--- src/rtl/mem_arb_pkg.sv ---
// Shared types for the instr/data MEM port arbiter.
package mem_arb_pkg;

  typedef enum logic {
    OWNER_INSTR = 1'b0,
    OWNER_DATA  = 1'b1
  } mem_owner_e;

  typedef enum logic {
    ARB_IDLE   = 1'b0,
    ARB_LOCKED = 1'b1
  } arb_state_e;

  function automatic mem_owner_e other_owner(input mem_owner_e o);
    return (o == OWNER_INSTR) ? OWNER_DATA : OWNER_INSTR;
  endfunction

endpackage

--- src/rtl/mem_arb_owner_fifo.sv ---
// In-order FIFO of request owners; one entry per granted-but-unanswered transaction.
module mem_arb_owner_fifo
  import mem_arb_pkg::*;
#(
  parameter int unsigned DEPTH = 4
) (
  input  logic       clk_i,
  input  logic       rst_i,
  input  logic       push_i,
  input  mem_owner_e push_owner_i,
  input  logic       pop_i,
  output logic       full_o,
  output logic       empty_o,
  output mem_owner_e head_o
);

  localparam int unsigned PW = (DEPTH > 1) ? $clog2(DEPTH) : 1;

  mem_owner_e        mem_q [DEPTH];
  logic [PW-1:0]     wr_ptr_q;
  logic [PW-1:0]     rd_ptr_q;
  logic [PW:0]       count_q;
  logic              do_push;
  logic              do_pop;

  assign full_o  = (count_q == (PW+1)'(DEPTH));
  assign empty_o = (count_q == '0);
  assign head_o  = mem_q[rd_ptr_q];
  assign do_push = push_i && !full_o;
  assign do_pop  = pop_i && !empty_o;

  always_ff @(posedge clk_i) begin
    if (rst_i) begin
      wr_ptr_q <= '0;
      rd_ptr_q <= '0;
      count_q  <= '0;
    end else begin
      if (do_push) begin
        mem_q[wr_ptr_q] <= push_owner_i;
        wr_ptr_q        <= wr_ptr_q + PW'(1);
      end
      if (do_pop) begin
        rd_ptr_q <= rd_ptr_q + PW'(1);
      end
      case ({do_push, do_pop})
        2'b10:   count_q <= count_q + (PW+1)'(1);
        2'b01:   count_q <= count_q - (PW+1)'(1);
        default: count_q <= count_q;
      endcase
    end
  end

endmodule

--- src/rtl/mem_port_arbiter.sv ---
// Shares one downstream MEM port between instr and data requesters; responses routed in order.
// Define MEM_PORT_ARBITER_RR_EN for round-robin contention; default is data-over-instr priority.
module mem_port_arbiter
  import mem_arb_pkg::*;
#(
  parameter int unsigned LOCAL_DATA_WIDTH = 32,
  parameter int unsigned LOCAL_ADDR_WIDTH = 32,
  parameter int unsigned MAX_OUTSTANDING  = 4
) (
  input  logic                          clk_i,
  input  logic                          rst_i,
  input  logic                          instr_mem_req,
  input  logic [LOCAL_ADDR_WIDTH-1:0]   instr_mem_addr,
  input  logic                          instr_mem_we,
  input  logic [LOCAL_DATA_WIDTH/8-1:0] instr_mem_be,
  input  logic [LOCAL_DATA_WIDTH-1:0]   instr_mem_wdata,
  output logic                          instr_mem_gnt,
  output logic                          instr_mem_valid,
  output logic [LOCAL_DATA_WIDTH-1:0]   instr_mem_rdata,
  input  logic                          data_mem_req,
  input  logic [LOCAL_ADDR_WIDTH-1:0]   data_mem_addr,
  input  logic                          data_mem_we,
  input  logic [LOCAL_DATA_WIDTH/8-1:0] data_mem_be,
  input  logic [LOCAL_DATA_WIDTH-1:0]   data_mem_wdata,
  output logic                          data_mem_gnt,
  output logic                          data_mem_valid,
  output logic [LOCAL_DATA_WIDTH-1:0]   data_mem_rdata,
  output logic                          arb_mem_req,
  output logic [LOCAL_ADDR_WIDTH-1:0]   arb_mem_addr,
  output logic                          arb_mem_we,
  output logic [LOCAL_DATA_WIDTH/8-1:0] arb_mem_be,
  output logic [LOCAL_DATA_WIDTH-1:0]   arb_mem_wdata,
  input  logic                          arb_mem_gnt,
  input  logic                          arb_mem_valid,
  input  logic [LOCAL_DATA_WIDTH-1:0]   arb_mem_rdata,
  output logic                          arb_err_o
);

  arb_state_e state_q;
  mem_owner_e lock_owner_q;
  mem_owner_e sel_owner;
  mem_owner_e prio_owner;
  mem_owner_e head_owner;
  logic       err_q;
  logic       fifo_full;
  logic       fifo_empty;
  logic       push;
  logic       pop;

`ifdef MEM_PORT_ARBITER_RR_EN
  mem_owner_e rr_q;
  assign prio_owner = rr_q;
`else
  assign prio_owner = OWNER_DATA;
`endif

  // Once presented downstream, the selection stays frozen until granted.
  always_comb begin
    sel_owner = lock_owner_q;
    if (state_q == ARB_IDLE) begin
      if (instr_mem_req && data_mem_req) sel_owner = prio_owner;
      else if (data_mem_req)             sel_owner = OWNER_DATA;
      else                               sel_owner = OWNER_INSTR;
    end
  end

  assign arb_mem_req = !rst_i && !fifo_full &&
                       ((state_q == ARB_LOCKED) || instr_mem_req || data_mem_req);
  assign push          = arb_mem_req && arb_mem_gnt;
  assign instr_mem_gnt = push && (sel_owner == OWNER_INSTR);
  assign data_mem_gnt  = push && (sel_owner == OWNER_DATA);

  always_comb begin
    arb_mem_addr  = '0;
    arb_mem_we    = 1'b0;
    arb_mem_be    = '0;
    arb_mem_wdata = '0;
    if (arb_mem_req) begin
      if (sel_owner == OWNER_DATA) begin
        arb_mem_addr  = data_mem_addr;
        arb_mem_we    = data_mem_we;
        arb_mem_be    = data_mem_be;
        arb_mem_wdata = data_mem_wdata;
      end else begin
        arb_mem_addr  = instr_mem_addr;
        arb_mem_we    = instr_mem_we;
        arb_mem_be    = instr_mem_be;
        arb_mem_wdata = instr_mem_wdata;
      end
    end
  end

  assign pop             = !rst_i && arb_mem_valid && !fifo_empty;
  assign instr_mem_valid = pop && (head_owner == OWNER_INSTR);
  assign data_mem_valid  = pop && (head_owner == OWNER_DATA);
  assign instr_mem_rdata = instr_mem_valid ? arb_mem_rdata : '0;
  assign data_mem_rdata  = data_mem_valid  ? arb_mem_rdata : '0;
  assign arb_err_o       = err_q && !rst_i;

  mem_arb_owner_fifo #(
    .DEPTH (MAX_OUTSTANDING)
  ) u_owner_fifo (
    .clk_i        (clk_i),
    .rst_i        (rst_i),
    .push_i       (push),
    .push_owner_i (sel_owner),
    .pop_i        (pop),
    .full_o       (fifo_full),
    .empty_o      (fifo_empty),
    .head_o       (head_owner)
  );

  always_ff @(posedge clk_i) begin
    if (rst_i) begin
      state_q      <= ARB_IDLE;
      lock_owner_q <= OWNER_INSTR;
      err_q        <= 1'b0;
`ifdef MEM_PORT_ARBITER_RR_EN
      rr_q         <= OWNER_INSTR;
`endif
    end else begin
      case (state_q)
        ARB_IDLE: begin
          if (arb_mem_req && !arb_mem_gnt) begin
            state_q      <= ARB_LOCKED;
            lock_owner_q <= sel_owner;
          end
        end
        ARB_LOCKED: begin
          if (push) state_q <= ARB_IDLE;
        end
        default: state_q <= ARB_IDLE;
      endcase
      if (arb_mem_valid && fifo_empty) err_q <= 1'b1;
`ifdef MEM_PORT_ARBITER_RR_EN
      if (push) rr_q <= other_owner(sel_owner);
`endif
    end
  end

endmodule

--- config.mk ---
export PLATFORM = sky130hd
export DESIGN_NAME = mem_port_arbiter
export DESIGN_NICKNAME = d
export VERILOG_FILES = /design/src/rtl/mem_arb_pkg.sv /design/src/rtl/mem_arb_owner_fifo.sv /design/src/rtl/mem_port_arbiter.sv
export SDC_FILE = /design/constraint.sdc
export NUM_CORES = 1
export LEC_CHECK = 0
export CAP_MARGIN = 5
export CELL_PAD_IN_SITES_DETAIL_PLACEMENT = 1
export CELL_PAD_IN_SITES_GLOBAL_PLACEMENT = 1
export CORE_AREA = 5 5 131 133
export CTS_BUF_LIST = sky130_fd_sc_hd__clkbuf_4 sky130_fd_sc_hd__clkbuf_8 sky130_fd_sc_hd__clkbuf_16
export DETAILED_ROUTE_END_ITERATION = 8
export DIE_AREA = 0 0 136 138
export GPL_TIMING_DRIVEN = 0
export PLACE_DENSITY_LB_ADDON = 0.1
export SYNTH_ARGS = -nofsm -noshare
export SYNTH_HDL_FRONTEND = slang
export SYNTH_SLANG_ARGS = --single-unit
--- constraint.sdc ---
create_clock -name clk_i -period 6 [get_ports clk_i]
set_input_delay 1.2 -clock clk_i [delete_from_list [all_inputs] [get_ports clk_i]]
set_output_delay 1.2 -clock clk_i [all_outputs]
set_load 0.01 [all_outputs]
==> results by stage <==
Logic synthesis:
- Sequential cells were found to cover 15.5% of the synthesized design area.
- The proportion of register bits with asynchronous set or reset after synthesis is 0%.
- The Yosys warning count is 0.
- For this run, the leading register cell type out of synthesis is sky130_fd_sc_hd__dfxtp_1.
- The flip-flop and latch count after synthesis is 16.
- The number of enable-type register cells in the synthesized netlist is 4.
- The total nets after synthesis is 571.
- Summed over all instances, the cell type with the most area after synthesis is sky130_fd_sc_hd__nand2_1.
- The synthesized area is 2330 µm².
- The post-synthesis cell type count is 39.
- In the post-synthesis netlist, the biggest area contributors are sky130_fd_sc_hd__nand2_1, sky130_fd_sc_hd__and3_1, sky130_fd_sc_hd__a21oi_1, sky130_fd_sc_hd__dfxtp_1, sky130_fd_sc_hd__edfxtp_1.
- The area share of the largest cell type after synthesis is 22.5%.
- The post-synthesis area per instance is 6.00 µm².
- The gate count after technology mapping is 389.

STA:
- The slew at the pin closest to its max-slew limit is 0.549 ns.
- For this run, the top clock speed supported by timing is 215 MHz.
- Setup violations remaining at the end of the flow were counted as 0.
- Measured against its own limit, the worst slew margin works out to 63.1%.
- The max-slew violation count is 0.
- The worst setup slack after layout is 1.36 ns.
- The period utilization is 77.4%.
- For the finished layout, the period the worst path requires is 4.64 ns.
- The post-route clock skew is 0.00347 ns.
- The number of hold violations in the final report is 0.
- Setup repair after global routing left no endpoint under its margin.
- Adding up every negative setup slack in the final design gives 0 ns.

CTS:
- The maximum level of the CTS H-tree is 1.
- The clock-pin slew reported for the worst setup and hold paths after clock tree synthesis is 0.05 ns.
- The count of cells resized by post-cts repair is 0.
- The maximum root-to-sink buffer count is 2.
- The count of buffers added by post-CTS timing repair for setup is 0.
- The quantity of hold-fixing buffers added after cts is 0.
- In this run the clock root is driven by a sky130_fd_sc_hd__clkbuf_16.
- CTS saw 16 sinks.
- The TritonCTS clock tree is built.
- The insertion delay to the later sink of the worst-skew pair is 0.24 ns.
- Clock tree synthesis inserted a total of 3 buffers.

GRT:
- The largest net degree at the start of global routing is 14.
- The global-route wire length before repair is 23900 µm.
- The layer with the highest usage after global routing is met2.
- The number of antenna violations at the first check in global routing is 1.
- For this run, global-route usage on met3 was measured as 6.28%.
- Global routing consumed, over all layers together, 15.8% of the routing resources.
- The number of global-route vias before repair was 4345.
- The met1 track demand over resource in global routing is 15.4%.
- For met2 alone, demand over resource in global routing was 31.3%.
- After global routing the overflow that remains totals 0.

Pwr:
- The total power per unit cell area is 116 nW/µm².
- Summed over all cells, the static leakage comes to 0.00243 µW.
- The share of total power dissipated in combinational logic is 60.4%.
- The internal power contribution is 451 µW.
- For this design the total switching power over the nets is 222 µW.
- The switching share of power is 33.0%.
- IR analysis of the VDD net gives a maximum drop of 0.0000666 V.
- The clock share of power is 20.9%.
- The share of power burned in registers is 18.6%.

Setup path:
- The startpoint identified for the worst register-to-register timing path is u_owner_fifo.count_q[2].
- In this design, the stage delay of the slowest critical-path cell is 0.56 ns.
- The critical path endpoint is data_mem_rdata[20].
- The slowest cell on the critical path is sky130_fd_sc_hd__clkdlybuf4s50_1.
- STA classifies the critical path startpoint as a primary input.
- The worst register-to-register path has a depth of 10.
- The most numerous cell on the critical path is sky130_fd_sc_hd__clkdlybuf4s50_1.
- The flop-to-flop setup slack is 3.43 ns.
- STA classifies the critical path endpoint as a primary output.
- The signal on the critical path passes through clkdlybuf4s50_1 > nand2b_1 > nor2_1 > buf_2 > clkbuf_1 > and3_1 > clkdlybuf4s50_1.
- The signal arrival time at the worst endpoint is 3.44 ns.
- The data required time at the worst endpoint is 4.80 ns.
- Tracing the worst setup path back leads to its startpoint at rst_i.
- The largest fanout on the critical path is 10.
- The endpoint of the most critical register-to-register path is u_owner_fifo.count_q[2].
- The type of the setup path with the least slack is in -> out.

Die:
- The die height is 138 µm.
- The die covers 18800 µm².
- The number of core rows is 46.
- After floorplanning, the core was sized to cover 15700 µm².
- The floorplan step set the die width to 136 µm.
- The initial utilization of the core area, before any placement, comes to 14.8%.
- 315 I/O pins were placed.

Layout:
- The final standard cell utilization of the core is 37.1%.
- The summed area of non-filler cells in the final layout is 5830 µm².
- Leaving out filler cells and counting taps, the final layout contains 923.
- The final-layout fill cell count is 1938.
- The top cell types in the final layout, fill and taps aside, are sky130_fd_sc_hd__clkdlybuf4s50_1, sky130_fd_sc_hd__nand2_1, sky130_fd_sc_hd__a21oi_1.
- The post-synthesis to final-layout area growth is 150%.
- The most common cell after layout, fill and taps aside is sky130_fd_sc_hd__clkdlybuf4s50_1.
- In the final design database the tool counted 889 nets.
- The fraction of layout instances using a drive strength above 1 is 4.53%.

Placement:
- The HPWL after detailed placement is 14000 µm.
- The placed standard-cell area is 5740 µm².
- Buffers placed on the I/O ports in this run total 313.
- The last weighted congestion value of the routability-driven placer is 0.790.
- The number of placed instances, taps included, is 918.
- Timing analysis after detailed placement gives a worst setup slack of 1.29 ns.

Min path:
- The type of the tightest min-delay check is reg -> reg.

Job:
- The number of max-cap violations is 0.

Drt:
- The routed design has 16100 µm of wire.
- In this run the remaining antenna-violating nets after routing total 0.
- The DRC violations left is 0.
- The detailed router placed 3907 vias in this run.
- The vias per cell is 4.23.
- The first routing iteration left 172 violations.
- Dividing the detail-routed wire length by the instance count gives 17.4 µm.
- The first detailed-routing pass ran for 4 iterations.

Status:
- The run finished with clean final reports.
==> routing by layer <==
layer | share of wire [%] | up-vias
li1 | - | 1956
met1 | 35 | 1759
met2 | 54 | 184
met3 | 10 | 8
met4 | 1.0 | 0
met5 | 0 | -
==> how the worst min path moves through the flow <==
stage | start | to | slack (ns) | depth (start not counted)
6_report | err_q | err_q | 0.47 | 2
5_1_grt | u_owner_fifo.rd_ptr_q[1] | u_owner_fifo.rd_ptr_q[1] | 0.52 | 1
4_1_cts | err_q | err_q | 0.48 | 2
3_5_place_dp | err_q | err_q | 0.46 | 2
3_3_place_gp | err_q | err_q | 0.45 | 2
2_1_floorplan | err_q | err_q | 0.43 | 2
==> through the flow <==
step	hold WS (ns)	power (µW)
2_1_floorplan	0.429	284
3_3_place_gp	0.445	533
3_5_place_dp	0.463	539
4_1_cts	0.475	684
5_1_grt	0.516	720
6_report	0.469	673
==> critical path: cells and delay by family <==
family | cells | cell delay [ns]
simple gates | 3 | 0.66
buf+inv | 4 | 1.59
==> kinds of logic after synthesis <==
| group | after synthesis | share of synthesized area (%) |
|---|---|---|
| fa+ha+maj | 6 | 3.54 |
| flops | 16 | 15.5 |
| xor+xnor | 2 | 0.751 |
| compound gates | 86 | 20.0 |
| simple gates | 228 | 46.6 |
| mux | 5 | 2.74 |
| buf+inv | 46 | 10.9 |
==> cell usage after synthesis, types with 3 or more instances <==
cell / count
sky130_fd_sc_hd__a21oi_1: 74
sky130_fd_sc_hd__dfxtp_1: 12
sky130_fd_sc_hd__buf_2: 7
sky130_fd_sc_hd__or3_1: 3
sky130_fd_sc_hd__edfxtp_1: 4
sky130_fd_sc_hd__nor2_1: 6
sky130_fd_sc_hd__clkbuf_1: 17
sky130_fd_sc_hd__and3_1: 68
sky130_fd_sc_hd__nand2_1: 140
sky130_fd_sc_hd__clkbuf_2: 3
sky130_fd_sc_hd__ha_1: 5
sky130_fd_sc_hd__inv_1: 8
sky130_fd_sc_hd__mux2i_1: 3
sky130_fd_sc_hd__buf_6: 9
==> cell type report <==
type | count | area (µm²) | share of cell area, %
Multi-Input combinational cell | 327 | 1720 | 29.5
Tap cell | 216 | 270 | 4.64
Timing Repair Buffer | 313 | 3130 | 53.8
Buffer | 36 | 215 | 3.69
Clock buffer | 4 | 88.8 | 1.52
Antenna cell | 1 | 2.50 | 0.0429
Inverter | 10 | 40.0 | 0.687
Sequential cell | 16 | 360 | 6.18
==> power groups by stage <==
stage,clock [µW],combinational (µW),sequential (µW)
after floorplan,0,158,126
after global placement,0,406,127
after detailed placement,0,412,128
after CTS,144,415,126
after global routing,148,445,126
final,141,407,125
Power figures use the tool's default switching activity.
